--- src/rtl/rx_cmd_ctrl.sv ---
// Byte-stream command controller: decodes RX command bytes into register-file
// writes/reads and ALU operations, and returns read data or ALU results to the TX FIFO.
module rx_cmd_ctrl #(
  parameter int unsigned DATA_WIDTH = 8,
  parameter int unsigned ADDR_WIDTH = 4
) (
  input  logic                    CLK,
  input  logic                    RST,
  input  logic [DATA_WIDTH-1:0]   rx_p_data,
  input  logic                    rx_d_vld,
  input  logic [DATA_WIDTH-1:0]   rf_rd_data,
  input  logic                    rf_rd_data_vld,
  input  logic [2*DATA_WIDTH-1:0] alu_out,
  input  logic                    alu_out_vld,
  input  logic                    fifo_full,
  output logic                    rf_wr_en,
  output logic                    rf_rd_en,
  output logic [ADDR_WIDTH-1:0]   rf_addr,
  output logic [DATA_WIDTH-1:0]   rf_wr_data,
  output logic                    alu_en,
  output logic [3:0]              alu_fun,
  output logic                    clk_gate_en,
  output logic                    tx_wr_en,
  output logic [DATA_WIDTH-1:0]   tx_wr_data
);

  localparam int unsigned RES_WIDTH = 2 * DATA_WIDTH;

  localparam logic [DATA_WIDTH-1:0] CMD_WR  = DATA_WIDTH'(8'hAA);
  localparam logic [DATA_WIDTH-1:0] CMD_RD  = DATA_WIDTH'(8'hBB);
  localparam logic [DATA_WIDTH-1:0] CMD_OP  = DATA_WIDTH'(8'hCC);
  localparam logic [DATA_WIDTH-1:0] CMD_FUN = DATA_WIDTH'(8'hDD);

  typedef enum logic [3:0] {
    IDLE,
    WR_ADDR,
    WR_DATA,
    RD_ADDR,
    RD_WAIT,
    OP_A,
    OP_B,
    ALU_FUN,
    ALU_WAIT,
    TX_LSB,
    TX_MSB
  } state_t;

  state_t                 state;
  logic [ADDR_WIDTH-1:0]  addr_q;
  logic [DATA_WIDTH-1:0]  rd_data_q;
  logic                   rd_have;
  logic [RES_WIDTH-1:0]   alu_q;

  // Command sequencer; strobes default low each cycle so every strobe is a single-cycle pulse
  always_ff @(posedge CLK or negedge RST) begin
    if (!RST) begin
      state       <= IDLE;
      addr_q      <= '0;
      rd_data_q   <= '0;
      rd_have     <= 1'b0;
      alu_q       <= '0;
      rf_wr_en    <= 1'b0;
      rf_rd_en    <= 1'b0;
      rf_addr     <= '0;
      rf_wr_data  <= '0;
      alu_en      <= 1'b0;
      alu_fun     <= '0;
      clk_gate_en <= 1'b0;
      tx_wr_en    <= 1'b0;
      tx_wr_data  <= '0;
    end else begin
      rf_wr_en <= 1'b0;
      rf_rd_en <= 1'b0;
      alu_en   <= 1'b0;
      tx_wr_en <= 1'b0;

      case (state)
        IDLE: begin
          if (rx_d_vld) begin
            case (rx_p_data)
              CMD_WR:  state <= WR_ADDR;
              CMD_RD:  state <= RD_ADDR;
              CMD_OP:  state <= OP_A;
              CMD_FUN: begin
                state       <= ALU_FUN;
                clk_gate_en <= 1'b1;
              end
              default: state <= IDLE;
            endcase
          end
        end

        WR_ADDR: begin
          if (rx_d_vld) begin
            addr_q <= ADDR_WIDTH'(rx_p_data);
            state  <= WR_DATA;
          end
        end

        WR_DATA: begin
          if (rx_d_vld) begin
            rf_wr_en   <= 1'b1;
            rf_addr    <= addr_q;
            rf_wr_data <= rx_p_data;
            state      <= IDLE;
          end
        end

        RD_ADDR: begin
          if (rx_d_vld) begin
            rf_rd_en <= 1'b1;
            rf_addr  <= ADDR_WIDTH'(rx_p_data);
            state    <= RD_WAIT;
          end
        end

        // Fresh read data bypasses the capture register so an unblocked FIFO sees it next cycle
        RD_WAIT: begin
          if (rf_rd_data_vld || rd_have) begin
            if (rf_rd_data_vld) begin
              rd_data_q <= rf_rd_data;
            end
            if (!fifo_full) begin
              tx_wr_en   <= 1'b1;
              tx_wr_data <= rf_rd_data_vld ? rf_rd_data : rd_data_q;
              rd_have    <= 1'b0;
              state      <= IDLE;
            end else begin
              rd_have <= 1'b1;
            end
          end
        end

        OP_A: begin
          if (rx_d_vld) begin
            rf_wr_en   <= 1'b1;
            rf_addr    <= '0;
            rf_wr_data <= rx_p_data;
            state      <= OP_B;
          end
        end

        OP_B: begin
          if (rx_d_vld) begin
            rf_wr_en    <= 1'b1;
            rf_addr     <= ADDR_WIDTH'(1);
            rf_wr_data  <= rx_p_data;
            clk_gate_en <= 1'b1;
            state       <= ALU_FUN;
          end
        end

        ALU_FUN: begin
          if (rx_d_vld) begin
            alu_en  <= 1'b1;
            alu_fun <= 4'(rx_p_data);
            state   <= ALU_WAIT;
          end
        end

        ALU_WAIT: begin
          if (alu_out_vld) begin
            alu_q       <= alu_out;
            clk_gate_en <= 1'b0;
            state       <= TX_LSB;
          end
        end

        TX_LSB: begin
          if (!fifo_full) begin
            tx_wr_en   <= 1'b1;
            tx_wr_data <= alu_q[DATA_WIDTH-1:0];
            state      <= TX_MSB;
          end
        end

        // Skip the cycle carrying the low-byte write so the FIFO can update fifo_full first
        TX_MSB: begin
          if (!fifo_full && !tx_wr_en) begin
            tx_wr_en   <= 1'b1;
            tx_wr_data <= alu_q[RES_WIDTH-1:DATA_WIDTH];
            state      <= IDLE;
          end
        end

        default: state <= IDLE;
      endcase
    end
  end

endmodule

--- config.mk ---
export PLATFORM = sky130hd
export DESIGN_NAME = rx_cmd_ctrl
export DESIGN_NICKNAME = d
export VERILOG_FILES = /design/src/rtl/rx_cmd_ctrl.sv
export SDC_FILE = /design/constraint.sdc
export NUM_CORES = 1
export LEC_CHECK = 0
export CORE_ASPECT_RATIO = 1.75
export CORE_MARGIN = 8
export CORE_UTILIZATION = 51
export DETAILED_ROUTE_END_ITERATION = 8
export GPL_TIMING_DRIVEN = 0
export PLACE_DENSITY = 0.8
export RECOVER_POWER = 100
export SETUP_SLACK_MARGIN = 0.02
export SYNTH_ARGS = -nofsm -noshare
export SYNTH_HDL_FRONTEND = slang
export SYNTH_SLANG_ARGS = --single-unit
--- constraint.sdc ---
create_clock -name CLK -period 2.4 [get_ports CLK]
set_input_delay 0.36 -clock CLK [delete_from_list [all_inputs] [get_ports CLK]]
set_output_delay 0.36 -clock CLK [all_outputs]
set_load 0.05 [all_outputs]
==> results.md <==
Outcome:
- The flow ran to the end, but the final reports show violations.
- The checks that failed: max-capacitance violations, max-slew violations.

GRT:
- The first global-routing pass estimated 12600 µm of wire.
- The overall fraction of global-route tracks in use is 18.4%.
- The maximum number of pins on one net before global-route repair is 33.
- The initial antenna violation count is 0.
- The number of global-route vias before repair is 2597.
- The overall overflow remaining after global route is 0.

Final layout:
- The post-route cell area is 4010 µm².
- Summing all flip-flop and latch instances after layout gives 1550 µm².
- Summing all multi-input logic gate instances after layout gives 1380 µm².
- The antenna diode instance count is 0.
- The post-layout net count is 392.
- The filler cell count is 472.
- The fraction of layout instances using a drive strength above 1 is 21.4%.
- Relative to the synthesized area, the layout overhead comes to 29.7%.

Floorplanning:
- The number of ports placed on the die boundary is 67.
- From left edge to right edge, the die measures 74.8 µm.
- The site row count is 37.
- The die area is 8900 µm².
- The region available for standard cell placement spans 5880 µm².
- The overall die height is 119 µm.
- The initial core utilization is 52.5%.

Place:
- The wire-length estimate of the detail-placed layout is 5950 µm.
- The final weighted congestion of routability-driven global placement is 0.881.
- The cell area after placement is 3850 µm².
- Buffers placed on the I/O ports in this run total 65.

Power:
- Summed over all cells, the static leakage comes to 0.00177 µW.
- Overall power consumption after layout is estimated at 5360 µW.
- The worst ir drop on vdd is 0.791 mV.
- Dividing total power by cell area gives a power density of 1340 nW/µm².

Setup path:
- The worst register-to-register path ends at tx_wr_data[7].
- For the worst setup path, the data arrival time is 2470 ps.
- The startpoint identified for the worst register-to-register timing path is state[0].
- For flop-to-flop paths, the worst setup slack is 180 ps.
- The required time at the endpoint of the critical path is 2620 ps.
- In this run the worst path has a maximum fanout of 10.
- The worst setup path is launched from an input port.
- The number of cells traversed by the worst register-to-register path is 7.
- The type of the worst setup path is input port to flip-flop.
- The endpoint kind of the worst setup timing path is a flip-flop.

STA:
- The hold violation count in the final report is 0.
- Setup repair after global routing left no endpoint under its margin.
- Across the routed clock network, the largest skew measured is 6.53 ps.
- Setup violations remaining at the end of the flow were counted as 0.
- The shortest period the worst path allows is 2250 ps.
- The final-report max-slew violation count is 31.
- The transition time at the pin with the least slew margin is 1650 ps.
- Of the available clock period, the critical path in the final layout requires 93.9%.
- For this run, the top clock speed supported by timing is 444 MHz.
- The remaining max-slew budget at the tightest pin is -10.2%.

Clocking:
- TritonCTS created 9 clock buffers.
- The clock-pin slew of the registers on the worst-case setup and hold paths is 60 ps.
- CTS built an H-tree with a depth of 3.
- CTS placed an instance of clkbuf_8 at the clock tree root.
- The longest clock path from root to sink contains 2 buffers.
- The number of hold buffers added after CTS was 0.
- The number of gates resized after CTS was 0.
- After clock tree synthesis, the setup repair step added 0 buffers.
- The clock latency reported for the late side of the worst-skew pair is 340 ps.
- The clock tree from TritonCTS is done.
- Clock tree synthesis found a total of 62 sinks.

Yosys:
- In this run the mean area of a mapped cell was 11.1 µm².
- After synthesis the netlist holds a flip-flop and latch count of 62.
- The most used flip-flop cell after synthesis is dfrtp_1.
- The post-synthesis cell count is 277.
- The mapped netlist covers 3090 µm².
- The share of the yosys chip area belonging to registers is 50.2%.
- The synthesized netlist contains 46 unique library cells.
- After synthesis, the share of flip-flops with an asynchronous set or reset is 100%.
- The number of nets in the synthesized netlist is 315.
- The total number of yosys warnings is 0.
- The number of synthesized flops with an enable pin is 0.

Drt:
- The overall routed net length is 7800 µm.
- The number of vias after detailed routing is 2490.
- The DRC violation count after routing is 0.
- The number of search-and-repair iterations in the first detailed-routing pass is 4.
- The detailed router's first-iteration violation count is 146.
- After detailed routing, the average wire length per cell comes to 17.9 µm.
- The number of routed nets with antenna violations is 0.
- The mean number of vias per cell is 5.70.

Min path:
- The number of cells on the worst hold path is 3.
- The worst min-delay path category is input port to flip-flop.
- The critical hold path startpoint is rf_rd_data_vld.
- The worst hold path terminates at rd_have.

Flow run:
- The number of max-capacitance violations reported is 1.
## metal layers
metal / track usage [%] / routed length (µm) / share of wire, %
met2: 32.9 / 4340 / 56
met5: 0 / 0 / 0
met1: 18.3 / 2730 / 35
met4: 8.52 / 195 / 2.5
met3: 5.55 / 533 / 6.8
## registers in the layout, indices dropped and copies added (netlist names), 4 cells and up
signal,flops
alu_q,16
rf_addr,4
addr_q,4
rd_data_q,8
alu_fun,4
state,4
rf_wr_data,8
tx_wr_data,8
## critical path: stages
cell and delay, ps:
clkdlybuf4s50_1 570, nor2b_1 270, o21ai_1 160, nor4_4 530
buf_6 240, mux2_2 350
## stage by stage
| step | setup TNS [ps] | instances | utilization [%] | hold WS [ps] | setup slack, ps |
|---|---|---|---|---|---|
| floorplan | 0 | 277 | - | 64.4 | 479 |
| global placement | -60940 | 420 | 65.2 | 468 | -972 |
| detailed placement | -997 | 421 | 65.5 | 444 | -121 |
| CTS | 0 | 437 | 68.6 | 83.0 | 190 |
| global route | 0 | 437 | 68.1 | 421 | 79.7 |
| finish | 0 | 437 | 68.1 | 428 | 145 |
## cells in the final DEF (no fill, tap or decap), types with 3 or more instances in the layout
| cell type | n |
|---|---|
| a21oi_1 | 20 |
| a22oi_1 | 3 |
| a31oi_1 | 3 |
| buf_2 | 6 |
| buf_6 | 5 |
| clkbuf_1 | 11 |
| clkbuf_8 | 9 |
| clkdlybuf4s50_1 | 35 |
| dfrtp_1 | 62 |
| dlygate4sd3_1 | 29 |
| inv_1 | 6 |
| mux2_2 | 47 |
| nand2_1 | 17 |
| nand3_1 | 4 |
| nor2_1 | 35 |
| nor2b_1 | 5 |
| nor3_1 | 5 |
| o21ai_0 | 8 |
| o41ai_1 | 8 |
## synthesized netlist by cell type, types with 2 or more instances
library cell  instances  area (µm²)
mux2_2               47         529
clkbuf_1              4        15.0
xor2_1                2        17.5
nor4bb_1              2        20.0
a21oi_1              20         100
dfrtp_1              62        1550
mux2_1                2        22.5
mux2i_1               2        20.0
nor2_1               35         131
o41ai_1               8        70.1
inv_1                 6        22.5
o21ai_0               8        40.0
buf_2                 9        45.0
nor3_1                5        25.0
and2b_1               2        15.0
nor2b_1               5        31.3
nand2_1              17        63.8
a31oi_1               3        18.8
buf_6                 5        56.3
and2_1                2        12.5
a22oi_1               3        22.5
nand3_1               4        20.0
## worst max-delay path by stage
stage,from,end,cells past startpoint
after floorplan,tx_wr_en,state[0],5
after global placement,RST,alu_q[13],1
after detailed placement,rx_d_vld,alu_q[14],6
after CTS,rx_d_vld,alu_q[14],6
after global routing,rx_d_vld,alu_q[14],6
final,rx_d_vld,alu_q[14],6
## where the power goes
| part | internal, µW | switching [µW] |
|---|---|---|
| logic | 1060 | 1670 |
| registers | 1500 | 269 |
| clock network | 477 | 388 |
## cells by family after synthesis
logic type	Yosys count	share of synthesized area, %
DFF	62	50.2
muxes	51	18.5
and+or+nand+nor	81	13.4
xor gates and xnor gates	2	0.567
AOI/OAI and AO/OA	57	12.8
buffers and inverters	24	4.50
## area by class of cell
type | count | share of cell area (%)
inverter | 6 | 0.562
sequential | 62 | 38.7
timing repair buffer | 66 | 16.6
tap | 78 | 2.44
clock inverter | 4 | 1.19
multi-input combinational | 191 | 34.3
clock buffer | 12 | 3.37
buffer | 18 | 2.81
No activity file was read; power rests on OpenSTA's default activity.
